--- src/rtl/controle_troca_ctx_pkg.sv ---
// Shared definitions for the context-switch initiator: OS identity, OS entry PCs,
// FSM state encoding and the table save-port command.
package controle_troca_ctx_pkg;

  localparam int ID_W = 2;
  localparam int QR_W = 6;

  localparam logic [ID_W-1:0] ID_SO       = '0;
  localparam logic [31:0]     PC_SO_HALT  = 32'd67;
  localparam logic [31:0]     PC_SO_TROCA = 32'd68;

  typedef enum logic [1:0] {
    OCIOSO    = 2'd0,
    CONTANDO  = 2'd1,
    TROCA     = 2'd2,
    ESPERA_SO = 2'd3
  } estado_t;

  // Save-port command; grava_pc=0 means "abort the save, clear the valid bit".
  typedef struct packed {
    logic            en;
    logic [ID_W-1:0] id;
    logic            grava_pc;
  } salva_t;

endpackage

--- src/rtl/controle_troca_ctx_if.sv ---
// Context-switch bus between the PC manager / OS side (master) and the initiator (slave).
interface controle_troca_ctx_if #(
  parameter int PC_W = 32
);
  import controle_troca_ctx_pkg::*;

  logic [ID_W-1:0] id_proc;
  logic            instr_valida;
  logic [PC_W-1:0] atualPC;
  logic            HALT;
  logic            inicia_proc;
  logic            wr_en;
  logic [ID_W-1:0] wr_id;
  logic [PC_W-1:0] wr_pc;
  logic [ID_W-1:0] rd_id;
  logic            troca_ctx;
  logic [PC_W-1:0] rd_pc;
  logic            rd_valido;
  logic [QR_W-1:0] quantum_rest;

  modport master (
    output id_proc, instr_valida, atualPC, HALT, inicia_proc,
           wr_en, wr_id, wr_pc, rd_id,
    input  troca_ctx, rd_pc, rd_valido, quantum_rest
  );

  modport slave (
    input  id_proc, instr_valida, atualPC, HALT, inicia_proc,
           wr_en, wr_id, wr_pc, rd_id,
    output troca_ctx, rd_pc, rd_valido, quantum_rest
  );

endinterface

--- src/rtl/controle_troca_ctx_tabela.sv ---
// Per-process resume table: PC + valid per entry, one OS write port, one priority
// save port from the preemption FSM, one registered read port without bypass.
module tabela_contexto
  import controle_troca_ctx_pkg::*;
#(
  parameter int N_PROC = 4,
  parameter int PC_W   = 32
) (
  input  logic            clk,
  input  logic            reset,
  input  logic            wr_en,
  input  logic [ID_W-1:0] wr_id,
  input  logic [PC_W-1:0] wr_pc,
  input  salva_t          salva,
  input  logic [PC_W-1:0] salva_pc,
  input  logic [ID_W-1:0] rd_id,
  output logic [PC_W-1:0] rd_pc,
  output logic            rd_valido
);

  logic [PC_W-1:0] pc_q [N_PROC];
  logic [PC_W-1:0] pc_d [N_PROC];
  logic [N_PROC-1:0] valido_q, valido_d;
  logic [PC_W-1:0] rd_pc_q, rd_pc_d;
  logic            rd_valido_q, rd_valido_d;

  always_comb begin
    // NOTE: every comb output gets a default first so no path can infer a latch.
    pc_d     = pc_q;
    valido_d = valido_q;
    if (wr_en) begin
      pc_d[wr_id]     = wr_pc;
      valido_d[wr_id] = 1'b1;
    end
    // Applied after the OS write so a preemption save to the same entry wins.
    if (salva.en) begin
      if (salva.grava_pc) begin
        pc_d[salva.id]     = salva_pc;
        valido_d[salva.id] = 1'b1;
      end else begin
        valido_d[salva.id] = 1'b0;
      end
    end
    rd_pc_d     = pc_q[rd_id];
    rd_valido_d = valido_q[rd_id];
  end

  always_ff @(posedge clk) begin
    if (reset) begin
      // NOTE: the table is a small flop array, so it is reset; valid bits must never start unknown.
      for (int i = 0; i < N_PROC; i++) pc_q[i] <= '0;
      valido_q    <= '0;
      rd_pc_q     <= '0;
      rd_valido_q <= 1'b0;
    end else begin
      pc_q        <= pc_d;
      valido_q    <= valido_d;
      rd_pc_q     <= rd_pc_d;
      rd_valido_q <= rd_valido_d;
    end
  end

  assign rd_pc     = rd_pc_q;
  assign rd_valido = rd_valido_q;

endmodule

--- src/rtl/controle_troca_ctx.sv ---
// Quantum counter and preemption FSM for user processes; requests a context switch
// on slice expiry and saves the preempted process's resume PC into tabela_contexto.
module controle_troca_ctx
  import controle_troca_ctx_pkg::*;
#(
  parameter int QUANTUM = 32,
  parameter int N_PROC  = 4,
  parameter int PC_W    = 32
) (
  input  logic                 clk,
  input  logic                 reset,
  controle_troca_ctx_if.slave  bus
);

  localparam logic [QR_W-1:0] QUANTUM_V = QR_W'(QUANTUM);
  localparam logic [QR_W-1:0] ULTIMO    = QR_W'(QUANTUM - 1);

  estado_t         state_q, state_d;
  logic [QR_W-1:0] counter_q, counter_d;
  logic            troca_ctx_q, troca_ctx_d;
  salva_t          salva;
  logic            usuario;

  assign usuario = (bus.id_proc != ID_SO);

  always_ff @(posedge clk) begin
    if (reset) begin
      // NOTE: sequential state uses non-blocking assignments so all flops update from pre-edge values.
      state_q     <= OCIOSO;
      counter_q   <= '0;
      troca_ctx_q <= 1'b0;
    end else begin
      state_q     <= state_d;
      counter_q   <= counter_d;
      troca_ctx_q <= troca_ctx_d;
    end
  end

  always_comb begin
    state_d   = state_q;
    counter_d = counter_q;
    unique case (state_q)
      OCIOSO, ESPERA_SO: begin
        counter_d = '0;
        if (bus.inicia_proc && usuario) state_d = CONTANDO;
      end
      CONTANDO: begin
        // OS running means no user slice to account; HALT then beats restart and expiry.
        if (!usuario) begin
          state_d   = OCIOSO;
          counter_d = '0;
        end else if (bus.HALT) begin
          state_d   = ESPERA_SO;
          counter_d = '0;
        end else if (bus.inicia_proc) begin
          counter_d = '0;
        end else if (bus.instr_valida) begin
          if (counter_q == ULTIMO) begin
            state_d   = TROCA;
            counter_d = '0;
          end else begin
            counter_d = counter_q + 1'b1;
          end
        end
      end
      TROCA: begin
        state_d   = ESPERA_SO;
        counter_d = '0;
      end
      default: begin
        state_d   = OCIOSO;
        counter_d = '0;
      end
    endcase
  end

  always_comb begin
    troca_ctx_d = (state_d == TROCA);
    salva       = '0;
    if (usuario) begin
      if (state_q == TROCA) begin
        salva.en       = 1'b1;
        salva.id       = bus.id_proc;
        salva.grava_pc = !bus.HALT;
      end else if (state_q == CONTANDO && bus.HALT) begin
        salva.en       = 1'b1;
        salva.id       = bus.id_proc;
        salva.grava_pc = 1'b0;
      end
    end
    bus.quantum_rest = (state_q == CONTANDO) ? QUANTUM_V - counter_q : QUANTUM_V;
  end

  assign bus.troca_ctx = troca_ctx_q;

  tabela_contexto #(
    .N_PROC (N_PROC),
    .PC_W   (PC_W)
  ) u_tabela (
    .clk       (clk),
    .reset     (reset),
    .wr_en     (bus.wr_en),
    .wr_id     (bus.wr_id),
    .wr_pc     (bus.wr_pc),
    .salva     (salva),
    .salva_pc  (bus.atualPC),
    .rd_id     (bus.rd_id),
    .rd_pc     (bus.rd_pc),
    .rd_valido (bus.rd_valido)
  );

endmodule

--- src/flat_wrapper.sv ---
// flat-port wrapper written by rule: the top's interface ports become plain ports
module controle_troca_ctx_flat import controle_troca_ctx_pkg::*;
#(
  parameter int QUANTUM = 32,
  parameter int N_PROC  = 4,
  parameter int PC_W    = 32
)
  (clk, reset, bus_id_proc, bus_instr_valida, bus_atualPC, bus_HALT, bus_inicia_proc, bus_wr_en, bus_wr_id, bus_wr_pc, bus_rd_id, bus_troca_ctx, bus_rd_pc, bus_rd_valido, bus_quantum_rest);
  controle_troca_ctx_if #(.PC_W(PC_W)) bus_i ();
  input  logic clk;
  input  logic reset;
  input wire logic [$bits(bus_i.id_proc)-1:0] bus_id_proc;
  input wire logic [$bits(bus_i.instr_valida)-1:0] bus_instr_valida;
  input wire logic [$bits(bus_i.atualPC)-1:0] bus_atualPC;
  input wire logic [$bits(bus_i.HALT)-1:0] bus_HALT;
  input wire logic [$bits(bus_i.inicia_proc)-1:0] bus_inicia_proc;
  input wire logic [$bits(bus_i.wr_en)-1:0] bus_wr_en;
  input wire logic [$bits(bus_i.wr_id)-1:0] bus_wr_id;
  input wire logic [$bits(bus_i.wr_pc)-1:0] bus_wr_pc;
  input wire logic [$bits(bus_i.rd_id)-1:0] bus_rd_id;
  output wire logic [$bits(bus_i.troca_ctx)-1:0] bus_troca_ctx;
  output wire logic [$bits(bus_i.rd_pc)-1:0] bus_rd_pc;
  output wire logic [$bits(bus_i.rd_valido)-1:0] bus_rd_valido;
  output wire logic [$bits(bus_i.quantum_rest)-1:0] bus_quantum_rest;
  assign bus_i.id_proc = bus_id_proc;
  assign bus_i.instr_valida = bus_instr_valida;
  assign bus_i.atualPC = bus_atualPC;
  assign bus_i.HALT = bus_HALT;
  assign bus_i.inicia_proc = bus_inicia_proc;
  assign bus_i.wr_en = bus_wr_en;
  assign bus_i.wr_id = bus_wr_id;
  assign bus_i.wr_pc = bus_wr_pc;
  assign bus_i.rd_id = bus_rd_id;
  assign bus_troca_ctx = bus_i.troca_ctx;
  assign bus_rd_pc = bus_i.rd_pc;
  assign bus_rd_valido = bus_i.rd_valido;
  assign bus_quantum_rest = bus_i.quantum_rest;
  controle_troca_ctx #(.QUANTUM(QUANTUM), .N_PROC(N_PROC), .PC_W(PC_W)) u_core (.clk(clk), .reset(reset), .bus(bus_i));
endmodule
--- config.mk ---
export PLATFORM = sky130hd
export DESIGN_NAME = controle_troca_ctx_flat
export DESIGN_NICKNAME = d
export VERILOG_FILES = /design/src/rtl/controle_troca_ctx_pkg.sv /design/src/rtl/controle_troca_ctx_if.sv /design/src/rtl/controle_troca_ctx_tabela.sv /design/src/rtl/controle_troca_ctx.sv /design/src/flat_wrapper.sv
export SDC_FILE = /design/constraint.sdc
export NUM_CORES = 1
export LEC_CHECK = 0
export BUFFER_PORTS_ARGS = -buffer_cell sky130_fd_sc_hd__buf_2
export CELL_PAD_IN_SITES_DETAIL_PLACEMENT = 1
export CELL_PAD_IN_SITES_GLOBAL_PLACEMENT = 2
export CORE_MARGIN = 1.5
export CORE_UTILIZATION = 38
export DETAILED_ROUTE_END_ITERATION = 12
export PLACE_DENSITY_LB_ADDON = 0.1
export SYNTH_ARGS = -nofsm -noshare
export SYNTH_HDL_FRONTEND = slang
export SYNTH_SLANG_ARGS = --single-unit
--- constraint.sdc ---
create_clock -name clk -period 2.5 [get_ports clk]
set_input_delay 0.25 -clock clk [delete_from_list [all_inputs] [get_ports clk]]
set_output_delay 0.25 -clock clk [all_outputs]
set_load 0.1 [all_outputs]
==> results of run 1 <==
==> cell type report <==
type	count	area, um2
Tap cell	270	338
Inverter	10	37.5
Timing Repair Buffer	133	801
Clock inverter	15	186
Clock buffer	17	425
Fill cell	2376	11100
Sequential cell	174	3480
Multi-Input combinational cell	602	3940
==> per-layer routing <==
layer  track usage (%)  vias to the layer above
li1                  -                     3183
met1              28.4                     3398
met2              41.0                      151
met3              4.84                       24
met4              5.75                        4
met5                 0                        -
==> synthesized netlist by cell type, drive strengths merged, types with 3 or more instances <==
library cell | n | area, um2
nor2b | 37 | 234
and2 | 6 | 37.5
mux2i | 32 | 320
dfxtp | 174 | 3480
nand2 | 203 | 762
ha | 5 | 62.6
nand3 | 8 | 45.0
o21ai | 7 | 35.0
inv | 10 | 37.5
o32ai | 3 | 26.3
nor3 | 3 | 15.0
nand3b | 3 | 47.6
buf | 53 | 373
a21oi | 43 | 215
a211oi | 33 | 253
a311oi | 64 | 567
mux4 | 33 | 743
nor2 | 101 | 379
clkbuf | 21 | 78.8
==> cells by family after synthesis <==
| kind of cell | share of synthesized area (%) |
|---|---|
| simple gates | 20.4 |
| flops | 44.1 |
| compound gates | 14.6 |
| buf+inv | 6.20 |
| mux | 13.5 |
| fa+ha+maj | 0.793 |
| xor+xnor | 0.444 |
==> worst max-delay path, cell delays in order, from the launching register on <==
cell and delay, ns:
dfxtp_1 0.41, inv_1 0.09, ha_1 0.23, nand2_1 0.09
xor2_1 0.14, and2_1 0.13, buf_2 0.42
==> sequential cells by signal, indices dropped and copies added, names as in the netlist <==
register,flops
u_core.u_tabela.pc_q,128
u_core.u_tabela.rd_pc,32
u_core.counter_q,6
u_core.u_tabela.valido_q,4
u_core.state_q,2
u_core.bus.troca_ctx,1
u_core.u_tabela.rd_valido,1
==> worst max path at each step <==
stage                                    end  slack, ns  depth (start not counted)
floorplan                bus_quantum_rest[4]       0.65                          5
global placement    u_core.u_tabela.pc_q[58]       0.53                          7
detailed placement  u_core.u_tabela.pc_q[47]       0.39                          6
CTS                      bus_quantum_rest[4]       0.26                          6
global route             bus_quantum_rest[4]       0.18                          6
finish                   bus_quantum_rest[4]       0.31                          6
==> through the flow <==
stage / cells / total power (W) / area [um2]
6_report: 1221 / 0.00693 / 9210
5_1_grt: 1221 / 0.00722 / 9210
4_1_cts: 1221 / 0.00700 / 9210
3_5_place_dp: 1189 / 0.00420 / 8600
3_3_place_gp: 1189 / 0.00415 / 8600
2_1_floorplan: 860 / 0.00387 / 7890
==> power groups by stage <==
stage                     sequential (W)  combinational (W)  clock (W)
after floorplan                  0.00328           0.000592          0
after global placement           0.00310            0.00105          0
after detailed placement         0.00311            0.00109          0
after CTS                        0.00305            0.00110    0.00286
after global routing             0.00307            0.00117    0.00298
final                            0.00305            0.00108    0.00280
==> flow_metrics.env, run 1 <==
export IMPL_fin_crit_ns=2.19
export IMPL_synth_edf_count=0
export IMPL_die_w_um=147
export IMPL_final_common_cell="nand2_1"
export IMPL_vias_per_cell=5.54
export IMPL_overflow=0
export IMPL_antenna_cells=0
export IMPL_tns_ns=0
export IMPL_pwr_share_comb_pct=15.6
export IMPL_whs_ns=0.0909
export IMPL_highest_signal_layer="met5"
export IMPL_powerDensity_nw_per_um2=753
export IMPL_layout_common_cells="203 x nand2_1, 174 x dfxtp_1, 114 x buf_2"
export IMPL_wirelength_mm=24.0
export IMPL_syn_inst=860
export IMPL_crit_fanout=6
export IMPL_p_sw_w=0.00201
export IMPL_drtIter0Drc=307
export IMPL_grt_pass1_vias=7155
export IMPL_postCtsHoldBufs=0
export IMPL_ant_nets=0
export IMPL_cts_clk_slew_worst_paths_ns=0.07
export IMPL_antenna_found_initial=2
export IMPL_cts_buffer_depth=2
export IMPL_p_leak_nw=3.69
export IMPL_min_path_cells=3
export IMPL_drt_first_pass_iters=4
export IMPL_post_route_util_pct=45.4
export IMPL_route_vias_total=6760
export IMPL_crit_start="u_core.counter_q[0]"
export IMPL_gp_congestion=0.765
export IMPL_clock_power_share_pct=40.4
export IMPL_synth_async_sr_flop_share_pct=0
export IMPL_layout_setup_ws_ns=0.311
export IMPL_reg2reg_from="u_core.state_q[0]"
export IMPL_max_freq_mhz=457
export IMPL_cts_resized=0
export IMPL_switching_share_pct=29.0
export IMPL_cp_required_ns=2.25
export IMPL_rr_worst_depth=6
export IMPL_drive_above_1_share_pct=22.2
export IMPL_numClockSinks=174
export IMPL_io_buffers=115
export IMPL_synth_cell_types=46
export IMPL_maxSlewHeadroom_pct=46.5
export IMPL_synth_ff_type="dfxtp_1"
export IMPL_hp_class="input port to flop"
export IMPL_min_to="u_core.u_tabela.pc_q[114]"
export IMPL_r2r_end="u_core.u_tabela.pc_q[47]"
export IMPL_status="finished clean"
export IMPL_start_util_pct=38.9
export IMPL_hp_start="bus_wr_pc[18]"
export IMPL_start_kind="flop"
export IMPL_skew_ns=0.0125
export IMPL_drv_slew=0
export IMPL_nNetsFinal=1019
export IMPL_crit_path_end_kind="primary output"
export IMPL_drc=0
export IMPL_clock_root_buffer="clkbuf_16"
export IMPL_synthToLayoutAreaGrowth_pct=16.6
export IMPL_synth_area_um2=7890
export IMPL_wl_per_cell_um=19.6
export IMPL_ys_seq_elements=174
export IMPL_hold_viol_final=0
export IMPL_irDropWorstVdd_mv=0.466
export IMPL_dieArea_um2=21600
export IMPL_arrival_ns=1.94
export IMPL_worst_pin_slew_ns=0.793
export IMPL_core_area_um2=20300
export IMPL_grt_first_pass_wirelength_mm=39.0
export IMPL_numCtsBuffers=17
export IMPL_ys_seq_area_share_pct=44.1
export IMPL_grt_max_degree=84
export IMPL_setup_viol=0
export IMPL_avgSynthCellArea_um2=9.18
export IMPL_rrSetupSlack_ns=0.41
export IMPL_cts_max_level=4
export IMPL_tritoncts="done"
export IMPL_grt_usage_pct=23.1
export IMPL_io_pin_count=116
export IMPL_wl_met3_mm=1.22
export IMPL_layout_worst_path_cycle_share_pct=87.6
export IMPL_cap_violations=0
export IMPL_p_int_w=0.00492
export IMPL_rows=52
export IMPL_postCtsSetupRepairBufs=0
export IMPL_pre_cts_ws_ns=0.386
export IMPL_die_h_um=147
export IMPL_yosys_warnings=0
export IMPL_drt_met1_wl_mm=10.4
export IMPL_hpwl_mm=15.3
export IMPL_clkLatencyLatePin_ns=0.43
export IMPL_seq_power_share_pct=44.0
export IMPL_synth_net_count=941
export IMPL_path_class="flop to primary output"
export IMPL_wl_met2_mm=12.1
export IMPL_rsz0062_at_grt="false"
No activity file was read; power rests on OpenSTA's default activity.
==> run 2: changes to the inputs <==
--- a/config.mk
+++ b/config.mk
@@ -11,7 +11,7 @@
 export CORE_MARGIN = 1.5
 export CORE_UTILIZATION = 38
 export DETAILED_ROUTE_END_ITERATION = 12
-export PLACE_DENSITY_LB_ADDON = 0.1
+export PLACE_DENSITY = 0.86
 export SYNTH_ARGS = -nofsm -noshare
 export SYNTH_HDL_FRONTEND = slang
 export SYNTH_SLANG_ARGS = --single-unit
==> run 2 against run 1 <==
  * Total power down 1.2%
  * Register-to-register slack better by 0.09 ns
  * Critical path depth unchanged
  * Clock skew down 0.0068 ns
  * Sequential power about the same
  * Combinational power about the same
  * Critical path type unchanged
  * Cell count down 0.33%
  * Maximum frequency up 1.6%
  * Highest routed layer is now met4
  * Clock power down 3%
  * Flip-flop and latch count unchanged
  * Global-route usage down 1.7 points
==> flow_metrics.env, run 2 (synthesis gave the netlist of run 1 again) <==
export IMPL_maxSlewHeadroom_pct=46.6
export IMPL_core_area_um2=20300
export IMPL_n_fill_cell=2376
export IMPL_irDropWorstVdd_mv=0.461
export IMPL_tns_ns=0
export IMPL_path_cells="inv_1, ha_1, nand2_1, xor2_1, and2_1, buf_2"
export IMPL_fin_crit_ns=2.16
export IMPL_rr_worst_depth=6
export IMPL_cts_clk_slew_worst_paths_ns=0.06
export IMPL_cts_resized=0
export IMPL_clock_power_share_pct=39.7
export IMPL_path_class="flop to primary output"
export IMPL_dieArea_um2=21600
export IMPL_crit_start="u_core.counter_q[0]"
export IMPL_cts_max_level=4
export IMPL_p_int_w=0.00499
export IMPL_crit_fanout=6
export IMPL_dp_cells=1190
export IMPL_p_leak_nw=3.70
export IMPL_hp_class="input port to flop"
export IMPL_hp_start="bus_wr_pc[17]"
export IMPL_cp_slowest_stage_delay_ns=0.42
export IMPL_grt_usage_pct=21.4
export IMPL_min_path_cells=3
export IMPL_postCtsSetupRepairBufs=0
export IMPL_numCtsBuffers=17
export IMPL_io_buffers=115
export IMPL_postCtsHoldBufs=0
export IMPL_io_pin_count=116
export IMPL_grt_first_pass_wirelength_mm=36.3
export IMPL_powerDensity_nw_per_um2=742
export IMPL_antenna_cells=0
export IMPL_start_kind="flop"
export IMPL_cts_buffer_depth=2
export IMPL_switching_share_pct=27.2
export IMPL_path_depth=6
export IMPL_overflow=0
export IMPL_worst_pin_slew_ns=0.793
export IMPL_pwr_share_comb_pct=15.9
export IMPL_path_buf_inv=2
export IMPL_drtIter0Drc=260
export IMPL_die_w_um=147
export IMPL_p_sw_w=0.00186
export IMPL_synthToLayoutAreaGrowth_pct=16.8
export IMPL_drt_first_pass_iters=5
export IMPL_cp_required_ns=2.25
export IMPL_clock_root_buffer="clkbuf_16"
export IMPL_die_h_um=147
export IMPL_route_vias_total=6638
export IMPL_cp_top_family="buffers and inverters"
export IMPL_vias_per_cell=5.45
export IMPL_max_freq_mhz=464
export IMPL_hold_viol_final=0
export IMPL_power_w=0.00685
export IMPL_rsz0062_at_grt="false"
export IMPL_wirelength_mm=22.3
export IMPL_tritoncts="done"
export IMPL_start_util_pct=38.9
export IMPL_gp_congestion=0.793
export IMPL_rows=52
export IMPL_grt_pass1_vias=6769
export IMPL_finalNonFillerCells=1217
export IMPL_cp_slowest_cell="dfxtp_1"
export IMPL_grt_max_degree=54
export IMPL_regMostFlops="u_core.u_tabela.pc_q"
export IMPL_skew_ns=0.00571
export IMPL_seq_power_share_pct=44.4
export IMPL_largest_reg_flops=128
export IMPL_clkLatencyLatePin_ns=0.43
export IMPL_ant_nets=0
export IMPL_antenna_found_initial=0
export IMPL_drv_slew=0
export IMPL_drive_above_1_share_pct=21.9
export IMPL_nNetsFinal=1020
export IMPL_hpwl_mm=14.1
export IMPL_cap_violations=0
export IMPL_status="finished clean"
export IMPL_final_common_cell="nand2_1"
export IMPL_wl_per_cell_um=18.3
export IMPL_layout_common_cells="203 x nand2_1, 174 x dfxtp_1, 114 x buf_2"
export IMPL_setup_viol=0
export IMPL_numClockSinks=174
export IMPL_crit_path_end_kind="primary output"
export IMPL_reg2reg_from="u_core.state_q[0]"
export IMPL_drc=0
export IMPL_layout_worst_path_cycle_share_pct=86.2
export IMPL_arrival_ns=1.91
-- run 2: changes by cell type in the layout (fill, tap and decap cells not counted) --
| cell | previous run | this run |
|---|---|---|
| buf_12 | 7 | 9 |
| buf_4 | 12 | 11 |
| clkbuf_8 | 0 | 4 |
| clkinv_2 | 3 | 1 |
| clkinv_4 | 3 | 1 |
| clkinvlp_4 | 2 | 1 |
| inv_6 | 2 | 0 |
| inv_8 | 2 | 0 |
-- run 2: worst paths after layout --
check	to	slack, ns
hold / removal	u_core.u_tabela.pc_q[113]	0.1
setup / recovery	bus_quantum_rest[4]	0.34
setup reg to reg	u_core.u_tabela.pc_q[52]	0.50
hold reg to reg	u_core.u_tabela.pc_q[113]	0.45
-- run 2: power groups by stage --
stage	sequential (W)	clock, W	combinational (W)
after floorplan	0.00328	0	0.000592
after global placement	0.00310	0	0.00108
after detailed placement	0.00310	0	0.00109
after CTS	0.00304	0.00279	0.00110
after global routing	0.00306	0.00291	0.00118
final	0.00304	0.00272	0.00109
-- run 2: through the flow --
step | hold slack (ns) | utilization (%) | setup slack, ns | cell area (um2)
4_1_cts | 0.0802 | 45.4 | 0.310 | 9220
6_report | 0.0976 | 45.4 | 0.344 | 9220
2_1_floorplan | 0.386 | - | 0.647 | 7890
3_5_place_dp | 0.448 | 42.5 | 0.508 | 8630
5_1_grt | 0.0857 | 45.4 | 0.203 | 9220
3_3_place_gp | 0.442 | 42.5 | 0.649 | 8630
-- run 2: tightest hold or removal path: cells and delay by family --
kind	cells	cell delay [ns]
AO/OA/AOI/OAI	1	0.05
buffers and inverters	1	0.13
AND/OR/NAND/NOR	1	0.05
-- run 2: area by class of cell --
cell class / count / area (um2) / share of cell area [%]
timing repair buffer: 134 / 833 / 9.04
sequential: 174 / 3480 / 37.8
tap: 270 / 338 / 3.66
clock buffer: 21 / 480 / 5.21
inverter: 10 / 37.5 / 0.407
multi-input combinational: 602 / 3940 / 42.7
clock inverter: 6 / 111 / 1.21
-- run 2: per-layer routing --
layer | vias to the layer above | GRT usage (%) | share of wire [%]
li1 | 3176 | - | -
met1 | 3307 | 27.2 | 46
met2 | 138 | 36.5 | 49
met3 | 17 | 4.16 | 4.1
met4 | 0 | 6.50 | 1.0
met5 | - | 0 | 0
==> run 3: changes to the inputs <==
==> constraint.sdc (replaced) <==
create_clock -name clk -period 2.6 [get_ports clk]
set_input_delay 0.26 -clock clk [delete_from_list [all_inputs] [get_ports clk]]
set_output_delay 0.26 -clock clk [all_outputs]
set_load 0.1 [all_outputs]
==> run 3 against run 2 <==
  * Clock power is 5% lower
  * Critical path depth is the same
  * Total power fell by 4.3%
  * Non-clock buffer count decreased by 2
  * Critical path type unchanged
==> flow_metrics.env, run 3 (synthesis gave the netlist of run 1 again) <==
export IMPL_status="finished clean"
export IMPL_start_kind="flop"
export IMPL_hp_start="bus_wr_pc[19]"
export IMPL_p_sw_w=0.00186
export IMPL_crit_start="u_core.counter_q[0]"
export IMPL_ant_nets=0
export IMPL_busiest_layer="met2"
export IMPL_reg2reg_from="u_core.state_q[0]"
export IMPL_rsz0062_at_grt="false"
export IMPL_cts_buffer_depth=2
export IMPL_crit_path_end_kind="primary output"
export IMPL_regMostFlops="u_core.u_tabela.pc_q"
export IMPL_worst_pin_slew_ns=0.730
export IMPL_multi_input_area_um2=3940
export IMPL_grt_pass1_vias=6907
export IMPL_drive_above_1_share_pct=21.7
export IMPL_tns_ns=0
export IMPL_irDropWorstVdd_mv=0.395
export IMPL_layout_common_cells="203 x nand2_1, 174 x dfxtp_1, 114 x buf_2"
export IMPL_n_fill_cell=2414
export IMPL_maxSlewHeadroom_pct=50.8
export IMPL_postCtsHoldBufs=0
export IMPL_seqCellArea_um2=3480
export IMPL_grt_use_met1_pct=27.6
export IMPL_path_class="flop to primary output"
export IMPL_crit_fanout=6
export IMPL_numClockSinks=174
export IMPL_post_route_util_pct=45.3
export IMPL_cp_required_ns=2.34
export IMPL_gr_usage_met2_pct=37.4
export IMPL_arrival_ns=1.91
export IMPL_antenna_found_initial=1
export IMPL_hp_class="input port to flop"
export IMPL_switching_share_pct=28.4
export IMPL_wl_per_cell_um=18.6
export IMPL_synthToLayoutAreaGrowth_pct=16.4
export IMPL_seq_power_share_pct=44.7
export IMPL_hold_viol_final=0
export IMPL_numCtsBuffers=17
export IMPL_powerDensity_nw_per_um2=713
export IMPL_final_common_cell="nand2_1"
export IMPL_drv_slew=0
export IMPL_die_h_um=147
export IMPL_pwr_share_comb_pct=15.9
export IMPL_setup_viol=0
export IMPL_whs_ns=0.101
export IMPL_rows=52
export IMPL_largest_reg_flops=128
export IMPL_io_pin_count=116
export IMPL_cts_max_level=4
export IMPL_overflow=0
export IMPL_cap_violations=0
export IMPL_core_area_um2=20300
export IMPL_fin_crit_ns=2.17
export IMPL_layout_worst_path_cycle_share_pct=83.5
export IMPL_drtIter0Drc=301
export IMPL_clock_root_buffer="clkbuf_16"
export IMPL_start_util_pct=38.9
export IMPL_grt_first_pass_wirelength_mm=37.2
export IMPL_grt_max_degree=74
export IMPL_vias_per_cell=5.43
export IMPL_drt_first_pass_iters=4
export IMPL_cts_clk_slew_worst_paths_ns=0.07
export IMPL_max_freq_mhz=461
export IMPL_hpwl_mm=14.0
export IMPL_wirelength_mm=22.7
export IMPL_postCtsSetupRepairBufs=0
export IMPL_dieArea_um2=21600
export IMPL_p_int_w=0.00469
export IMPL_route_vias_total=6626
export IMPL_die_w_um=147
export IMPL_grt_usage_pct=21.7
export IMPL_met3_usage_pct=4.13
export IMPL_io_buffers=115
export IMPL_gp_congestion=0.747
export IMPL_cts_resized=0
export IMPL_skew_ns=0.0104
export IMPL_clock_power_share_pct=39.5
export IMPL_clkLatencyLatePin_ns=0.43
export IMPL_nNetsFinal=1018
export IMPL_p_leak_nw=3.68
export IMPL_tritoncts="done"
export IMPL_drc=0
run 3: changes by cell type in the layout (fill, tap and decap cells not counted):
cell        change
clkbuf_1        +3
buf_4           -1
buf_12          -1
inv_6           +1
bufinv_16       -1
diode_2         +1
clkinvlp_4      +1
clkbuf_8        -1
clkinv_4        +1
run 3: layout make-up:
class	count	area share (%)
diodes	1	0.0272
clock buffers	23	5.20
clock inverters	8	1.16
inverters	10	0.409
multi-input cells	602	42.8
flip-flops and latches	174	37.9
well taps	270	3.68
repair buffers	132	8.77
run 3: layer usage:
layer | routed length, um | part of all wire [%]
met5 | 0 | 0
met3 | 958 | 4.2
met2 | 11300 | 50
met1 | 10300 | 45
met4 | 233 | 1.0
run 3: power by group through the flow:
stage	clock, W	combinational, W	sequential, W
final	0.00259	0.00104	0.00293
after global routing	0.00275	0.00113	0.00294
after CTS	0.00264	0.00105	0.00293
after detailed placement	0	0.00104	0.00298
after global placement	0	0.00103	0.00298
after floorplan	0	0.000569	0.00315
run 3: final timing paths:
kind,to,slack (ns),cells past startpoint
worst max-delay path,bus_quantum_rest[4],0.43,6
worst min-delay path,u_core.u_tabela.pc_q[115],0.10,3
worst max register to register,u_core.u_tabela.pc_q[93],0.56,6
worst min register to register,u_core.u_tabela.pc_q[117],0.45,2
run 3: per-stage QoR:
step	total power [W]	cell area, um2	worst slack, ns	cells
2_1_floorplan	0.00372	7890	0.737	860
3_3_place_gp	0.00401	8600	0.664	1188
3_5_place_dp	0.00403	8600	0.564	1188
4_1_cts	0.00662	9190	0.392	1219
5_1_grt	0.00683	9190	0.302	1219
6_report	0.00655	9190	0.429	1220
run 3: worst max-delay path, stage by stage, from the launching register on:
cell	delay, ns
dfxtp_1	0.42
inv_1	0.09
ha_1	0.23
nand2_1	0.08
xor2_1	0.13
and2_1	0.12
buf_2	0.41
